`src/rtl/simple_processor.sv`:
```
// simple_processor: multi-cycle 32-bit MIPS-style core with a 32x32 register
// file and an external synchronous 4096x32 SRAM port (active-low write enable).
// Optional feature: define SP_MULT_EN to enable R-type funct 0x08 (mult);
// without it that funct decodes as a NOP.
module simple_processor (
    input  logic        clk,
    input  logic        rst_n,
    input  logic        in_valid,
    input  logic [31:0] inst,
    input  logic [31:0] mem_dout,
    output logic        out_valid,
    output logic [31:0] inst_addr,
    output logic        mem_wen,
    output logic [11:0] mem_addr,
    output logic [31:0] mem_din
);

    typedef enum logic [2:0] {
        S_IDLE,
        S_EXEC,
        S_MEM,
        S_WB,
        S_DONE
    } state_t;

    state_t state, state_nx;

    logic [31:0] inst_q;
    logic [31:0] pc;
    logic [31:0] r [0:31];

    // Instruction fields of the latched word
    logic [5:0]  opcode, funct;
    logic [4:0]  rs, rt, rd, shamt;
    logic [15:0] imm;
    logic [25:0] target;

    assign opcode = inst_q[31:26];
    assign rs     = inst_q[25:21];
    assign rt     = inst_q[20:16];
    assign rd     = inst_q[15:11];
    assign shamt  = inst_q[10:6];
    assign funct  = inst_q[5:0];
    assign imm    = inst_q[15:0];
    assign target = inst_q[25:0];

    logic [31:0] rs_val, rt_val, se_imm, ze_imm, pc4, br_tgt, j_tgt;

    assign rs_val = r[rs];
    assign rt_val = r[rt];
    assign se_imm = {{16{imm[15]}}, imm};
    assign ze_imm = {16'h0000, imm};
    assign pc4    = pc + 32'd4;
    assign br_tgt = pc4 + {se_imm[29:0], 2'b00};
    assign j_tgt  = {pc4[31:28], target, 2'b00};

    // Execute-stage decode results
    logic        ex_we;
    logic [4:0]  ex_wa;
    logic [31:0] ex_wd;
    logic [31:0] ex_pc;
    logic        is_lw, is_sw;
    logic [11:0] ls_addr;

    // Only the low 12 bits of the effective address reach the SRAM
    assign ls_addr = rs_val[11:0] + imm[11:0];

    // Decode the latched instruction into write-back, next-PC and memory intent
    always_comb begin
        ex_we = 1'b0;
        ex_wa = rt;
        ex_wd = '0;
        ex_pc = pc4;
        is_lw = 1'b0;
        is_sw = 1'b0;
        case (opcode)
            6'h00: begin
                ex_wa = rd;
                case (funct)
                    6'h00: begin ex_we = 1'b1; ex_wd = rs_val & rt_val; end
                    6'h01: begin ex_we = 1'b1; ex_wd = rs_val | rt_val; end
                    6'h02: begin ex_we = 1'b1; ex_wd = rs_val + rt_val; end
                    6'h03: begin ex_we = 1'b1; ex_wd = rs_val - rt_val; end
                    6'h04: begin
                        ex_we = 1'b1;
                        ex_wd = {31'd0, ($signed(rs_val) < $signed(rt_val))};
                    end
                    6'h05: begin ex_we = 1'b1; ex_wd = rt_val << shamt; end
                    6'h06: begin ex_we = 1'b1; ex_wd = ~(rs_val | rt_val); end
                    6'h07: ex_pc = rs_val;
`ifdef SP_MULT_EN
                    // Low word of a product is identical for signed and unsigned operands
                    6'h08: begin ex_we = 1'b1; ex_wd = rs_val * rt_val; end
`endif
                    default: ;
                endcase
            end
            6'h01: begin ex_we = 1'b1; ex_wd = rs_val & ze_imm; end
            6'h02: begin ex_we = 1'b1; ex_wd = rs_val | ze_imm; end
            6'h03: begin ex_we = 1'b1; ex_wd = rs_val + se_imm; end
            6'h04: begin ex_we = 1'b1; ex_wd = rs_val - se_imm; end
            6'h05: is_lw = 1'b1;
            6'h06: is_sw = 1'b1;
            6'h07: if (rs_val == rt_val) ex_pc = br_tgt;
            6'h08: if (rs_val != rt_val) ex_pc = br_tgt;
            6'h09: begin ex_we = 1'b1; ex_wd = {imm, 16'h0000}; end
            6'h0A: ex_pc = j_tgt;
            6'h0B: begin
                ex_pc = j_tgt;
                ex_we = 1'b1;
                ex_wa = 5'd31;
                ex_wd = pc4;
            end
            default: ;
        endcase
    end

    // State register
    always_ff @(posedge clk or negedge rst_n) begin
        if (!rst_n) state <= S_IDLE;
        else        state <= state_nx;
    end

    // Next-state logic: memory ops detour through MEM (and WB for loads)
    always_comb begin
        state_nx = state;
        case (state)
            S_IDLE: if (in_valid) state_nx = S_EXEC;
            S_EXEC: state_nx = (is_lw || is_sw) ? S_MEM : S_DONE;
            S_MEM:  state_nx = is_lw ? S_WB : S_DONE;
            S_WB:   state_nx = S_DONE;
            S_DONE: state_nx = S_IDLE;
            default: state_nx = S_IDLE;
        endcase
    end

    // Next values for the registered outputs, PC and register-file write port
    logic        ov_d, wen_d, rf_we;
    logic [31:0] ia_d, md_d, pc_d, inst_d, rf_wd;
    logic [11:0] ma_d;
    logic [4:0]  rf_wa;

    // Output logic: decide per state what is registered at the next edge
    always_comb begin
        ov_d   = 1'b0;
        ia_d   = inst_addr;
        wen_d  = 1'b1;
        ma_d   = mem_addr;
        md_d   = mem_din;
        pc_d   = pc;
        inst_d = inst_q;
        rf_we  = 1'b0;
        rf_wa  = ex_wa;
        rf_wd  = ex_wd;
        case (state)
            S_IDLE: if (in_valid) inst_d = inst;
            S_EXEC: begin
                pc_d = ex_pc;
                if (is_sw) begin
                    wen_d = 1'b0;
                    ma_d  = ls_addr;
                    md_d  = rt_val;
                end else if (is_lw) begin
                    ma_d = ls_addr;
                end else begin
                    rf_we = ex_we;
                    ov_d  = 1'b1;
                    ia_d  = ex_pc;
                end
            end
            S_MEM: begin
                if (is_sw) begin
                    ov_d = 1'b1;
                    ia_d = pc;
                end
            end
            S_WB: begin
                rf_we = 1'b1;
                rf_wa = rt;
                rf_wd = mem_dout;
                ov_d  = 1'b1;
                ia_d  = pc;
            end
            default: ;
        endcase
    end

    // Datapath registers; reset clears everything so an in-flight op cannot complete
    always_ff @(posedge clk or negedge rst_n) begin
        if (!rst_n) begin
            inst_q    <= '0;
            pc        <= '0;
            out_valid <= 1'b0;
            inst_addr <= '0;
            mem_wen   <= 1'b1;
            mem_addr  <= '0;
            mem_din   <= '0;
            for (int unsigned i = 0; i < 32; i++) r[i] <= '0;
        end else begin
            inst_q    <= inst_d;
            pc        <= pc_d;
            out_valid <= ov_d;
            inst_addr <= ia_d;
            mem_wen   <= wen_d;
            mem_addr  <= ma_d;
            mem_din   <= md_d;
            if (rf_we && (rf_wa != 5'd0)) r[rf_wa] <= rf_wd;
        end
    end

endmodule

```
`config.mk`:
```
export PLATFORM = sky130hd
export DESIGN_NAME = simple_processor
export DESIGN_NICKNAME = d
export VERILOG_FILES = /design/src/rtl/simple_processor.sv
export SDC_FILE = /design/constraint.sdc
export NUM_CORES = 2
export LEC_CHECK = 0
export CORE_UTILIZATION = 54
export DETAILED_ROUTE_END_ITERATION = 7
export PLACE_DENSITY_LB_ADDON = 0.25
export SLEW_MARGIN = 0
export SYNTH_ARGS = -nofsm -noshare
export SYNTH_HDL_FRONTEND = slang
export SYNTH_SLANG_ARGS = --single-unit
```
`constraint.sdc`:
```
create_clock -name clk -period 21.4 [get_ports clk]
set_input_delay 5.35 -clock clk [delete_from_list [all_inputs] [get_ports clk]]
set_output_delay 5.35 -clock clk [all_outputs]
set_load 0.005 [all_outputs]
```
**Word-level counts from Yosys, hierarchy flattened**

Index checks and enable logic that the tools add are counted.

- Mux-type cells: 41
- Reductions and logical operators: 16
- Shift operators: 1
- Magnitude comparators: 5
- Bitwise gates (word level): 8
- Equal/unequal tests: 27
- $add $sub $neg: 7

Operator list:

| kind | count |
|---|---|
| bitwise mux 1024 bit | 1 |
| one-hot mux 32 bit (7 select lines) | 2 |
| 2-to-1 mux 32 bit | 12 |
| binary-select mux 32 bit (select 5 bit) | 2 |
| demux 32 bit (select 5 bit) | 1 |
| one-hot mux 32 bit (4 select lines) | 1 |
| adder 32 bit | 3 |
| one-hot mux 32 bit (3 select lines) | 1 |
| subtractor 32 bit | 2 |
| equality test 6 x 3 -> 1 bit (second input constant) | 8 |
| adder 32 x 3 -> 32 bit (second input constant) | 1 |
| AND 32 x 16 -> 32 bit | 1 |
| AND 32 bit | 1 |
| equality test 32 bit | 1 |
| less-than comparator 32 bit | 1 |
| inequality test 32 bit | 1 |
| NOT 32 bit | 1 |
| OR 32 x 16 -> 32 bit | 1 |
| OR 32 bit | 1 |
| << shifter 32 x 5 -> 32 bit | 1 |
| equality test 6 x 2 -> 1 bit (second input constant) | 4 |
| equality test 6 x 4 -> 1 bit (second input constant) | 4 |
| 2-to-1 mux 12 bit | 2 |
| greater-or-equal comparator 6 bit (second input constant) | 3 |
| 26 further kinds | 49 |

- Flip-flop bits (word level): 1169
- Output and inout bits: 78
- Input bits: 67
- Word-level logic and storage cells: 145

**Depth between registers and ports, before layout**

- Depth in word-level cells: 10
- Mapped depth: 27
- Mapped depth without buffers: 19

**Worst setup path after synthesis**

No wires, ideal clock.

- Kind: flip-flop to flip-flop
- Start point: register inst_q[21]
- End point: register r[125] in the netlist's numbering
- Stages on the path, launching flop included: 25
- Setup slack: 14.120 ns
- Data arrival time: 7.155 ns
- Required time: 21.275 ns
- Buffers on the path: 9
- Setup time: 0.125 ns
- Period minus slack after synthesis: 7.280 ns
- Cell sequence: dfrtp_1 > buf_2 > buf_2 > buf_4 > buf_2 > buf_2 > buf_2 > buf_4 > buf_2 > mux4_2 > mux4_2 > mux2i_1 > inv_1 > ha_1 > o311a_1 > o211ai_1 > a211oi_1 > or3_1 > a221oi_1 > o21ai_0 > xnor2_1 > o211ai_1 > a311o_1 > buf_6 > mux2_4

- Longest elaborated chain between the ends: 10
- Elaborated cells between the ends (all ways): 17
- Classes of those cells: 4 x add/sub; 7 x mux; 6 x bitwise

Ends and longest elaborated chain:

| element | line | text |
|---|---|---|
| from (decl) | 28 | `logic [31:0] inst_q;` |
| from (signal assigned) | 200 | `inst_q <= inst_d;` |
| NOT 5 -> 6 bit (not written as such) * | 49 | `assign rs_val = r[rs];` |
| binary-select mux 32 bit (select 5 bit) * | 49 |  |
| 2-to-1 mux 32 bit (not written as such) * (2 in a row) | 49 |  |
| parallel branches: the longest is 3 deep, another holds subtractor 32 bit | - |  |
| one-hot mux 32 bit (7 select lines) * | 76 | `case (opcode)` |
| 2-to-1 mux 32 bit * | 155 | `case (state)` |
| bitwise mux 1024 bit * | 207 | `if (rf_we && (rf_wa != 5'd0)) r[rf_wa] <= rf_wd;` |
| to (signal, indexed assignment) | 207 |  |
| to (decl) | 30 | `logic [31:0] r [0:31];` |

Every way passes the cells marked *. The select of a mux whose other input is x is not followed.
A chain may end at the register's enable or synchronous reset.

**Worst setup path in the final report**

- Start point: register inst_q[17]
- End point: register pc[24]

- Longest elaborated chain between the ends: 7
- Elaborated cells between the ends (all ways): 9
- Classes of those cells: 2 x eq/ne; 6 x mux; 1 x bitwise

Ends and longest elaborated chain:

| element | line | text |
|---|---|---|
| NOT 5 -> 6 bit (not written as such) * | 50 | `assign rt_val = r[rt];` |
| binary-select mux 32 bit (select 5 bit) * | 50 |  |
| 2-to-1 mux 32 bit (not written as such) * (2 in a row) | 50 |  |
| net rt_val[18] | 47 | `logic [31:0] rs_val, rt_val, se_imm, ze_imm, pc4, br_tgt, j_tgt;` |
| inequality test 32 bit / equality test 32 bit (equally long branches) | 105, 104 |  |
| 2-to-1 mux 32 bit (on tied branches) | 105, 104 |  |
| one-hot mux 32 bit (4 select lines) * | 76 |  |
| to (signal assigned) | 201 | `pc <= pc_d;` |
| to (decl) | 29 | `logic [31:0] pc;` |

Mark *: on every way through the listed nets, which the timed path passes. The rest lies on a longest branch. The select of a mux whose other input is x is not followed.

==> run summary <==
Measured slew at the worst slew-check pin = 1420 ps
Rel. slew slack = 0.0510
Iter 0 DRT Violations = 8361
Nets = 7298
Area contributors post-synth = dfrtp_1, mux4_2, mux2i_1
FFs w/ async S/R, synth = 1.00
GPL Wtd Cong = 1.05
RSZ-0062 raised after global routing = no
#FFs+latches synth = 1169
Vias in the first global route = 60200
Ports = 145
Max Cap Violations = 0
Seq/Total Area, Yosys = 0.400
CTS root buf = clkbuf_16
EDFF count, synth = 0
Final Setup Violations = 0
Largest area contributor in the netlist = dfrtp_1
Initial antenna violation count = 13
All-Layer GR Usage = 0.427
DRT Pass-1 Iters = 8
Clock transition at path regs = 60 ps
First-pass GRT wire length = 424000 µm
PostCTS Resize Cnt = 0
GRT overflow = 0
Mapped Nets = 7459
Post-CTS Setup Repair Bufs = 0
Final Skew = 48.5 ps
Reg area = 0.0293 mm²
Slowest cell on crit path = a221oi_1
Total Wirelength = 293000 µm
Most frequent CP cell = nor3_1
Final hold viol count = 0
Vias = 62800
Library cells used by synthesis = 95
Synth top area share = 0.400
Leak = 0.0351 µW
Die area = 0.137 mm²
Number of fill cells in the layout = 11200
CP Capture Type = flip-flop
TritonCTS clock tree = done
FMAX = 0.106 GHz
Die width = 370 µm
CTS Hold Bufs = 0
CP arrival = 10100 ps
Row count = 134
Maximum root-to-sink buffer count = 3
Crit share post-route = 0.443
Initial Util = 0.546
CP peak stage delay = 980 ps
Critical path, cell by cell = buf_4 -> buf_4 -> mux2i_1 -> o22ai_1 -> nor4_1 -> nand3_1 -> inv_1 -> ha_1 -> nor3_1 -> nand4_1 -> nor3_1 -> nor3_1 -> a221oi_1 -> nand3_1 -> a221oi_1 -> a31oi_1
DRC viols = 58
Avg WL per Cell = 32.9 µm
H-tree levels = 4
DPL Wire Length = 194000 µm
IO buf count = 144
Largest net degree at the start of global routing = 180
Mean Syn Cell Area = 10.1 µm²
Critical path buffer and inverter count = 3
Clock latency on the worst-skew pair = 800 ps
Yosys warnings = 0
Multi-input gate area = 0.0409 mm²
Post-Syn Area = 0.0730 mm²
Hold/Removal Path Class = flip-flop to flip-flop
Post-synth top flop = dfrtp_1
Ratio of cells with drive above 1 in the final layout = 0.189
CP Data Required Time = 22030 ps
Crit Path Class = flip-flop to flip-flop
Largest delay share family, worst path = simple AND/OR/NAND/NOR gates
Vias per cell = 7.05
Status = finished with violations
Die height = 370 µm
PD cells = 170 mW/mm²
Failing checks = DRC
Final antenna-violating net count = 0
CP Max Fanout = 64
TNS Setup = 0 ps
Fin Hold WS = 396 ps
Tmin final = 9480 ps
Synth-to-layout area growth = 10.1%
Core area = 0.134 mm²
Max-slew violations = 0
Worst VDD drop = 0.000133 V
CTS sink cnt = 1169
Startpoint types = flip-flop
Post-Syn Instances = 7198
Total CTS buffers = 131
[state kept, by name (all words and copies together), names as in the netlist]
register	count
pc	32
state	3
mem_addr	12
inst_q	32
mem_wen	1
mem_din	32
inst_addr	32
r	1024
out_valid	1
[metal layers]
layer	GRT usage	share of wire	up-vias
met5	0	0.00025	-
met1	0.567	0.38	31400
met3	0.123	0.12	1022
met4	0.263	0.072	10
li1	-	-	26100
met2	0.616	0.43	4238
[layout make-up]
cell class                      count  share of cell area
Antenna cell                        6            0.000187
Clock buffer                      192              0.0470
Clock inverter                     45             0.00747
Inverter                          139             0.00649
Multi-Input combinational cell   5237               0.508
Sequential cell                  1169               0.364
Tap cell                         1768              0.0275
Timing Repair Buffer              359              0.0390
[where the power goes]
group | total, µW | internal, µW | switching [µW]
clock | 2320 | 1340 | 980
sequential | 3380 | 2770 | 606
combinational | 8010 | 2880 | 5120
[path summary, 6_finish.rpt]
path	slack, ps	to	cells past startpoint	startpoint
hold / removal	400	r[1009]	0	r[1009]
hold reg to reg	400	r[1009]	0	r[1009]
max in group asynchronous	12820	r[529]	5	rst_n
min in group asynchronous	4510	inst_addr[29]	1	rst_n
setup / recovery	11920	pc[24]	16	inst_q[17]
setup reg to reg	11920	pc[24]	16	inst_q[17]
[cells in the final DEF, fill, tap and decap left out, types with 34 or more instances in the layout]
cell,count
a22oi_1,93
nor4_1,63
nor2_1,349
a221oi_1,60
mux2i_1,454
ha_1,189
xnor2_1,69
clkbuf_16,133
nand3_1,154
clkbuf_1,36
a21o_1,43
a21oi_1,361
dfrtp_1,1161
nand2_1,988
mux2_2,357
nand2b_1,34
buf_4,209
inv_1,135
mux4_2,388
o21ai_0,753
nand4_1,37
o22ai_1,133
clkdlybuf4s50_1,143
nor3_1,58
[Yosys cell counts, drive strengths merged (37+ instances only)]
library cell	n
nand2	1008
mux2i	463
a21oi	364
inv	138
xnor2	69
a22oi	99
mux2	387
nand3	157
clkbuf	502
o21ai	770
nor3	61
a21o	43
nor2	382
o22ai	135
mux4	388
ha	189
dfrtp	1168
nand4	37
buf	151
a221oi	64
nor4	66
[metrics by stage]
step                worst slack [ps]   util  area, µm²  power (µW)  std cells
finish                         11920  0.601      80400       13700       8915
global route                   11730  0.601      80400       14200       8909
CTS                            12220  0.601      80400       13400       8909
detailed placement             11830  0.568      76000       11100       8672
global placement               11910  0.568      76000       11000       8672
floorplan                      14120      -      73000        8270       7198
[cell families (layout without fill, tap and decap cells)]
family	after synthesis	count (layout)	share of synthesized area
flip-flops	1169	1169	0.400
other	0	6	0
multiplexers	1238	1238	0.244
XOR/XNOR	102	102	0.0122
buffers and inverters	792	735	0.0463
AO/OA/AOI/OAI	1811	1811	0.150
adder cells (fa/ha/maj)	194	194	0.0337
AND/OR/NAND/NOR	1892	1892	0.113
No activity file was read; power rests on OpenSTA's default activity.
